--- src/rtl/add_share_arb.sv ---
// Round-robin arbiter time-sharing one external combinational 32-bit adder among NUM_REQ requesters.
// Optional ADD_ARB_OVF_EN adds a registered signed-overflow flag (rsp_ovf) alongside rsp_data.
module add_share_arb #(
  parameter int NUM_REQ = 3,
  parameter int PTR_W   = 3
) (
  input  logic                   clk,
  input  logic                   rst,
  input  logic [NUM_REQ-1:0]     req_valid,
  output logic [NUM_REQ-1:0]     req_ready,
  input  logic [32*NUM_REQ-1:0]  req_a,
  input  logic [32*NUM_REQ-1:0]  req_b,
  output logic [31:0]            add_a,
  output logic [31:0]            add_b,
  input  logic [31:0]            add_sum,
  output logic [NUM_REQ-1:0]     rsp_valid,
  input  logic [NUM_REQ-1:0]     rsp_ready,
  output logic [31:0]            rsp_data,
  output logic                   busy
`ifdef ADD_ARB_OVF_EN
  ,
  output logic                   rsp_ovf
`endif
);

  // state | meaning
  // IDLE  | arbitrating; winner accepted and operands latched this cycle
  // CALC  | adder driven from opa/opb; sum captured at end of cycle
  // RESP  | rsp_valid to grant until its rsp_ready
  typedef enum logic [1:0] {IDLE, CALC, RESP} state_t;

  state_t           state, state_nxt;
  logic [PTR_W-1:0] rr_ptr, grant, win_idx, grant_inc;
  logic             win_found, rsp_done;
  logic [31:0]      opa, opb, win_a, win_b;
  int               pos;

  // First valid requester at or above rr_ptr, wrapping past NUM_REQ-1.
  always_comb begin
    win_found = 1'b0;
    win_idx   = '0;
    pos       = 0;
    for (int k = 0; k < NUM_REQ; k++) begin
      pos = (int'(rr_ptr) + k) % NUM_REQ;
      if (!win_found && req_valid[pos]) begin
        win_found = 1'b1;
        win_idx   = PTR_W'(pos);
      end
    end
  end

  assign win_a     = req_a[32*int'(win_idx) +: 32];
  assign win_b     = req_b[32*int'(win_idx) +: 32];
  assign rsp_done  = (state == RESP) && rsp_ready[grant];
  assign grant_inc = (grant == PTR_W'(NUM_REQ - 1)) ? '0 : grant + 1'b1;
  assign add_a     = opa;
  assign add_b     = opb;

  always_ff @(posedge clk) begin
    if (rst) state <= IDLE;
    else     state <= state_nxt;
  end

  always_comb begin
    state_nxt = state;
    case (state)
      IDLE:    if (win_found) state_nxt = CALC;
      CALC:    state_nxt = RESP;
      RESP:    if (rsp_done) state_nxt = IDLE;
      default: state_nxt = IDLE;
    endcase
  end

  // Handshake outputs are masked during reset so nothing is accepted or delivered.
  always_comb begin
    req_ready = '0;
    rsp_valid = '0;
    busy      = (state != IDLE);
    if (!rst && state == IDLE && win_found) req_ready[win_idx] = 1'b1;
    if (!rst && state == RESP)              rsp_valid[grant]   = 1'b1;
  end

  always_ff @(posedge clk) begin
    if (rst) begin
      rr_ptr   <= '0;
      grant    <= '0;
      opa      <= '0;
      opb      <= '0;
      rsp_data <= '0;
    end else begin
      if (state == IDLE && win_found) begin
        grant <= win_idx;
        opa   <= win_a;
        opb   <= win_b;
      end
      if (state == CALC) rsp_data <= add_sum;
      if (rsp_done)      rr_ptr   <= grant_inc;
    end
  end

`ifdef ADD_ARB_OVF_EN
  always_ff @(posedge clk) begin
    if (rst)                rsp_ovf <= 1'b0;
    else if (state == CALC) rsp_ovf <= (opa[31] == opb[31]) && (add_sum[31] != opa[31]);
  end
`endif

endmodule
--- config.mk ---
export PLATFORM = sky130hd
export DESIGN_NAME = add_share_arb
export DESIGN_NICKNAME = d
export VERILOG_FILES = /design/src/rtl/add_share_arb.sv
export SDC_FILE = /design/constraint.sdc
export NUM_CORES = 1
export LEC_CHECK = 0
export ABC_AREA = 1
export CAP_MARGIN = 20
export CELL_PAD_IN_SITES_DETAIL_PLACEMENT = 0
export CELL_PAD_IN_SITES_GLOBAL_PLACEMENT = 1
export CORE_MARGIN = 8
export CORE_UTILIZATION = 25
export CTS_CLUSTER_SIZE = 20
export DETAILED_ROUTE_END_ITERATION = 7
export GPL_ROUTABILITY_DRIVEN = 0
export PLACE_DENSITY = 0.92
export SYNTH_ARGS = -nofsm -noshare
export SYNTH_HDL_FRONTEND = slang
export SYNTH_SLANG_ARGS = --single-unit
--- constraint.sdc ---
create_clock -name clk -period 4.4 [get_ports clk]
set_input_delay 0.88 -clock clk [delete_from_list [all_inputs] [get_ports clk]]
set_output_delay 0.88 -clock clk [all_outputs]
set_load 0.1 [all_outputs]
==> results of run 1 <==
## critical path, cell delays in order, from the launching register on
cell and delay, ns:
dfxtp_4 0.44, inv_8 0.06, ha_4 0.29, nor2_4 0.04, nand2_2 0.06, nand2_2 0.07, nand2_2 0.07, nand2_2 0.06
nand2_2 0.08, inv_2 0.05, ha_4 0.15, ha_4 0.14, a21boi_2 0.14, nand2_2 0.09, nand2_2 0.08, nand2_2 0.11
nand2_4 0.07, nand2_2 0.07, nand3_2 0.07, nand2_2 0.11, nand3b_1 0.15, nand2_2 0.08, nor2_4 0.13, nand2_4 0.10
nor3_4 0.20, buf_12 0.20
## metal layers
metal | global-route usage (%) | share of wire, % | vias to the layer above
met1 | 19.8 | 41 | 3417
met4 | 4.77 | 1.8 | 0
li1 | - | - | 3701
met3 | 5.17 | 8.0 | 28
met2 | 30.1 | 50 | 265
met5 | 0 | 0 | -
## stage by stage
step / utilization [%] / instance area, um^2
floorplan: - / 6060
global placement: 41.3 / 9660
detailed placement: 41.3 / 9660
CTS: 42.8 / 10000
global route: 44.9 / 10500
finish: 44.9 / 10500
## what timing repair did
action                     4_1_cts  5_1_grt
setup buffers                    6       24
hold buffers                     0        0
setup endpoints to repair        3        6
resized for setup                4       67
pin swaps                        8       38
hold endpoints to repair         0        0
## power by group through the flow
stage / combinational, mW / sequential (mW) / clock (mW)
finish: 6.68 / 1.41 / 0.841
global route: 7.17 / 1.44 / 0.915
CTS: 6.36 / 1.40 / 0.875
detailed placement: 6.31 / 1.43 / 0
global placement: 6.27 / 1.41 / 0
floorplan: 2.83 / 3.23 / 0
## worst max-delay path by stage
stage	cells past startpoint	to	startpoint
floorplan	24	req_ready[0]	rr_ptr[1]
global placement	25	req_ready[0]	rr_ptr[2]
detailed placement	23	req_ready[0]	rr_ptr[2]
CTS	26	req_ready[0]	rr_ptr[1]
global route	19	req_ready[0]	rr_ptr[0]
finish	25	req_ready[0]	rr_ptr[1]
## layout by cell type (no fill, tap or decap), types with 2 or more instances in the layout
cell type,instances
nor2_1,78
inv_8,3
nor2_2,2
nor2_4,5
a21oi_1,7
nand2_1,255
nand3_1,209
nor3_1,2
buf_6,2
nand4_1,30
o21ai_0,39
clkdlybuf4s50_1,328
dfxtp_1,101
nand2_4,13
xor2_1,3
inv_4,2
nor3_4,2
clkinv_4,2
clkinv_1,2
nand3_2,9
clkbuf_16,9
nand3_4,5
nand3b_1,2
buf_12,3
inv_2,7
buf_4,46
dfxtp_4,3
inv_1,29
ha_1,7
ha_4,10
nand2_2,28
## final cells by class
cell class	instances	share of cell area [%]
Clock buffer	9	2.14
Clock inverter	7	0.762
Sequential cell	104	19.9
Timing Repair Buffer	380	35.6
Tap cell	319	3.80
Inverter	43	1.72
Multi-Input combinational cell	714	36.1
## logic make-up after synthesis
kind of cell / Yosys count
flip-flops: 104
multiplexers: 1
adder cells (fa/ha/maj): 17
AND/OR/NAND/NOR: 641
buffers and inverters: 102
AO/OA/AOI/OAI: 51
XOR/XNOR: 4
## flip-flops by register name, summed over array words and instances, names as in the netlist
register and cells:
grant 3, add_b 32, add_a 32, rsp_data 32, state 2, rr_ptr 3
==> reports/results.tsv, run 1 <==
metric	value	unit
status	completed	
switching_power	5.40	mW
overflow	0	
synth_area	5940	um^2
synth-compound-area-share	4.45	%
rows	56	
route.detailed.drc	0	
die_height	170	um
seq_area	2090	um^2
dp_slack	0.194	ns
hold_violations	0	
grt_max_degree	68	
cts_tree	done	
insertedDiodeCount	0	
clk_path_buf_depth	2	
synth-simple-area-share	48.5	%
dp_hpwl	20.0	mm
synth_async_sr_flop_share	0	%
syn_nets	1169	
clock_skew	0.0180	ns
syn2layout_area_growth	76.9	%
yosysTopAreaCell	dfxtp_1	
power	8.92	mW
ctsRootBufferMaster	clkbuf_16	
finalNonFillerCells	1576	
port_buffers	334	
num_vias	7411	
min-delay-start	add_a[21]	
io_pins	335	
ys_seq_area_share	35.1	%
synth_flop_cell	dfxtp_1	
wl_per_cell	17.0	um
synth_warnings	0	
fin_setup_tns	0	ns
ys_ff_latch	104	
drive_gt1_share	12.7	%
synth_most_common_cell	nand2_1	
drt_iter0_markers	405	
worst-endpoint-required	3.52	ns
synth_top_family_by_area	simple AND/OR/NAND/NOR gates	
crit_arrival	3.47	ns
core	23400	um^2
drt_pre_antenna_iters	5	
reg2reg_depth	27	
syn_inst	920	
crit_path_start_kind	flop	
peakVddDrop	0.000491	V
p_per_area	850	nW/um^2
max_freq	230	MHz
reg2reg_slack	0.52	ns
relSlewSlack	29.5	%
hold_class	flop to flop	
p_clk_share	9.4	%
wirelength	26.8	mm
cts_sinks	104	
multi_input_area	3790	um^2
power.leakage	4.41	nW
slew_violations	0	
period_needed	4.35	ns
ys_top_cells_by_count	nand2_1 (280), nand3_1 (217), dfxtp_1 (104)	
min_period_over_period	98.8	%
swShare	60.5	%
dieArea	28900	um^2
h-tree-depth	3	
endpoint_kind	primary output	
r2r-start	rr_ptr[1]	
grtUsageTotal	17.1	%
fin_nets	1501	
syn_area_per_cell	6.45	um^2
critical_path_class	flop to primary output	
grt_pass1_wl	39.3	mm
hold_depth	2	
setup_violations	0	
internal-power	3.53	mW
yosys-top-cells-area	dfxtp_1 (35%), nand3_1 (18%), nand2_1 (18%)	
start_util	25.4	%
cp_max_fo	6	
grt_pass1_vias	7197	
r2r_end	add_a[28]	
synth_fa_ha_area_share	3.58	%
dp_cells	1529	
combPwrFrac	74.8	%
worstMarginPinSlew	1.05	ns
synth_edf_count	0	
cap_violations	0	
synthDistinctLibCells	31	
path_clk_slew	0.07	ns
pwr-share-seq	15.7	%
fin_ws	0.0508	ns
insertion_delay	0.36	ns
numCtsBuffers	9	
rsz0062_at_grt	yes	
hold_ws	0.468	ns
antenna_found_initial	0	
yosysTopAreaCellShare	35.1	%
fillers	2393	
muxShareOfSynthArea	0.169	%
synth-xor-area-share	0.590	%
drtAntennaViolNets	0	
die_w	170	um
worstHoldEndpoint	add_a[21]	
viasPerCell	4.70	
Note: power is estimated with default switching activity, not from simulation.
==> inputs of run 2 (changes only) <==
--- a/config.mk
+++ b/config.mk
@@ -11,10 +11,11 @@
 export CELL_PAD_IN_SITES_GLOBAL_PLACEMENT = 1
 export CORE_MARGIN = 8
 export CORE_UTILIZATION = 25
-export CTS_CLUSTER_SIZE = 20
 export DETAILED_ROUTE_END_ITERATION = 7
 export GPL_ROUTABILITY_DRIVEN = 0
+export HOLD_SLACK_MARGIN = 0.15
 export PLACE_DENSITY = 0.92
+export SLEW_MARGIN = 30
 export SYNTH_ARGS = -nofsm -noshare
 export SYNTH_HDL_FRONTEND = slang
 export SYNTH_SLANG_ARGS = --single-unit
==> run 2 against run 1 <==
Effect of this change: the run now ends with setup timing left; wire length down 0.75%; power down 0.96%; cell count down 0.32%; flip-flop and latch count unchanged; largest power group unchanged.
==> reports/results.tsv, run 2 (synthesis gave the netlist of run 1 again) <==
metric	value	unit	change
status	finished, violations left		
violations	setup timing		
worstMarginPinSlew	1.04	ns	-0.0182 ns
path_cells	inv_8 -> ha_4 -> nor2_4 -> nand2_2 -> nand2_2 -> nand2_2 -> nand2_2 -> nand2_2 -> inv_1 -> ha_2 -> ha_2 -> a21boi_2 -> nand2_2 -> nand2_4 -> nand2_2 -> nand2_2 -> nand3_1 -> nand2_2 -> nand3b_1 -> nand2_2 -> nor2_4 -> nand2_4 -> nor3_4 -> buf_12		
setup.worst_path.start	rr_ptr[1]		
grt_pass1_wl	39.5	mm	+0.42%
cp_common_cell	nand2_2		
final_cell_mix	clkdlybuf4s50_1 (324), nand2_1 (258), nand3_1 (212), dfxtp_1 (101), nor2_1 (77)		
final_common_cell	clkdlybuf4s50_1		
power.leakage	4.38	nW	-0.81%
die_height	170	um	unchanged
antenna_found_initial	0		unchanged
peakVddDrop	0.000517	V	+5.3%
wl_per_cell	16.9	um	-0.44%
h-tree-depth	3		unchanged
min_period_over_period	100	%	+1.4 points
fin_ws	-0.0116	ns	-0.0624 ns
clk_path_buf_depth	2		unchanged
drive_gt1_share	12.4	%	-0.35 points
cp_max_fo	6		unchanged
drt_pre_antenna_iters	5		unchanged
slowest_stage	dfxtp_4		
final_util	44.3	%	-0.56 points
slew_violations	0		unchanged
cp_num_cells	24		-4.0%
viasPerCell	4.70		about the same
route.detailed.drc	0		unchanged
rows	56		unchanged
die_w	170	um	unchanged
multi_input_area	3740	um^2	-1.3%
reg2reg_slack	0.44	ns	-0.08 ns
dieArea	28900	um^2	unchanged
dp_hpwl	20.0	mm	-0.10%
hold_violations	0		unchanged
rsz0062_at_grt	yes		
clock_skew	0.0191	ns	+0.00102 ns
fin_area	10400	um^2	-1.2%
wirelength	26.6	mm	-0.75%
grt_max_degree	68		unchanged
cp-endpoint	req_ready[0]		
max_freq	227	MHz	-1.4%
insertedDiodeCount	0		unchanged
fin_nets	1496		-0.33%
relSlewSlack	30.7	%	+1.2 points
cp_num_buf_inv	3		unchanged
hold_class	flop to flop		
hold_buffers	0		unchanged
fillers	2390		-0.13%
p_per_area	852	nW/um^2	+0.28%
syn2layout_area_growth	74.8	%	
grtUsageTotal	17.1	%	about the same
setup_violations	1		+1
drt_iter0_markers	427		+5.4%
reg2reg_depth	26		-3.7%
start_util	25.4	%	unchanged
r2r-start	rr_ptr[1]		
fin_setup_tns	-0.0116	ns	-0.0116 ns
cap_violations	0		unchanged
overflow	0		unchanged
seq_area	2090	um^2	unchanged
cp_top_family	simple AND/OR/NAND/NOR gates		
io_pins	335		unchanged
placed_cell_area	9640	um^2	-0.16%
ctsRootBufferMaster	clkbuf_16		
path_clk_slew	0.07	ns	about the same
max_stage_delay	0.43	ns	about the same
dr_wl_met3	2.02	mm	-5.4%
numCtsBuffers	9		unchanged
crit_path_start_kind	flop		
crit_arrival	3.53	ns	+0.06 ns
port_buffers	334		unchanged
critical_path_class	flop to primary output		
m1WireLength	10.8	mm	-1.0%
grt_pass1_vias	7117		-1.1%
worst-endpoint-required	3.52	ns	about the same
cts_tree	done		
r2r_end	add_a[28]		
hold_ws	0.469	ns	+0.000488 ns
cts_sinks	104		unchanged
num_vias	7385		-0.35%
met2_length	13.2	mm	-0.18%
insertion_delay	0.36	ns	about the same
period_needed	4.41	ns	+0.0624 ns
top_layer	met4		
drtAntennaViolNets	0		unchanged
endpoint_kind	primary output		
core	23400	um^2	unchanged
run 2: changes by cell type in the layout (fill, tap and decap cells not counted), sizes merged:
cell	change
clkdlybuf4s50	-4
buf	-1
run 2: worst min path at each step:
stage,from,endpoint,depth (start not counted)
finish,add_a[21],add_a[21],2
global route,add_a[9],add_a[9],2
CTS,add_a[21],add_a[21],2
detailed placement,add_b[29],add_b[29],2
global placement,add_a[6],add_a[6],2
floorplan,grant[2],grant[2],2
run 2: layout make-up:
| cell class | count | area share [%] |
|---|---|---|
| repair buffers | 375 | 35.2 |
| clock buffers | 9 | 2.17 |
| well taps | 319 | 3.85 |
| inverters | 43 | 1.76 |
| clock inverters | 7 | 0.772 |
| multi-input cells | 714 | 36.1 |
| flip-flops and latches | 104 | 20.2 |
run 2: stage by stage:
step / power (mW) / setup WS (ns) / std cells
final: 8.84 / -0.0116 / 1571
after global routing: 9.44 / -0.228 / 1571
after global placement: 7.68 / 0.300 / 1529
after CTS: 8.62 / 0.00365 / 1550
after detailed placement: 7.72 / 0.189 / 1529
after floorplan: 6.05 / 0.00580 / 920
run 2: power by group:
group / internal (mW) / leakage, nW / switching (mW) / total, mW
registers: 1.25 / 0.858 / 0.157 / 1.41
clock network: 0.408 / 0.146 / 0.432 / 0.840
logic: 1.82 / 3.37 / 4.77 / 6.59
total: 3.48 / 4.38 / 5.36 / 8.84
run 2: per-layer routing:
layer | global-route usage [%] | up-vias
met1 | 20.1 | 3391
li1 | - | 3684
met4 | 5.03 | 0
met5 | 0 | -
met3 | 4.49 | 38
met2 | 30.0 | 272
run 2: worst register-to-register path, delay by kind of cell, from the launching register on:
family / cells / cell delay [ns]
AO/OA/AOI/OAI: 1 / 0.18
adder cells (fa/ha/maj): 3 / 0.56
buffers and inverters: 4 / 0.47
flip-flops: 1 / 0.43
AND/OR/NAND/NOR: 18 / 2.29
run 2: what timing repair did:
action,in CTS,in global routing
endpoints found under the hold margin,0,0
pin swaps,10,30
setup buffers,5,21
setup endpoints to repair,3,3
resized for setup,5,56
==> inputs of run 3 (changes only) <==
--- a/config.mk
+++ b/config.mk
@@ -11,6 +11,7 @@
 export CELL_PAD_IN_SITES_GLOBAL_PLACEMENT = 1
 export CORE_MARGIN = 8
 export CORE_UTILIZATION = 25
+export CTS_CLUSTER_SIZE = 20
 export DETAILED_ROUTE_END_ITERATION = 7
 export GPL_ROUTABILITY_DRIVEN = 0
 export HOLD_SLACK_MARGIN = 0.15
==> results of run 3 <==
Final layout, timing and power as in run 2 (identical DEF).
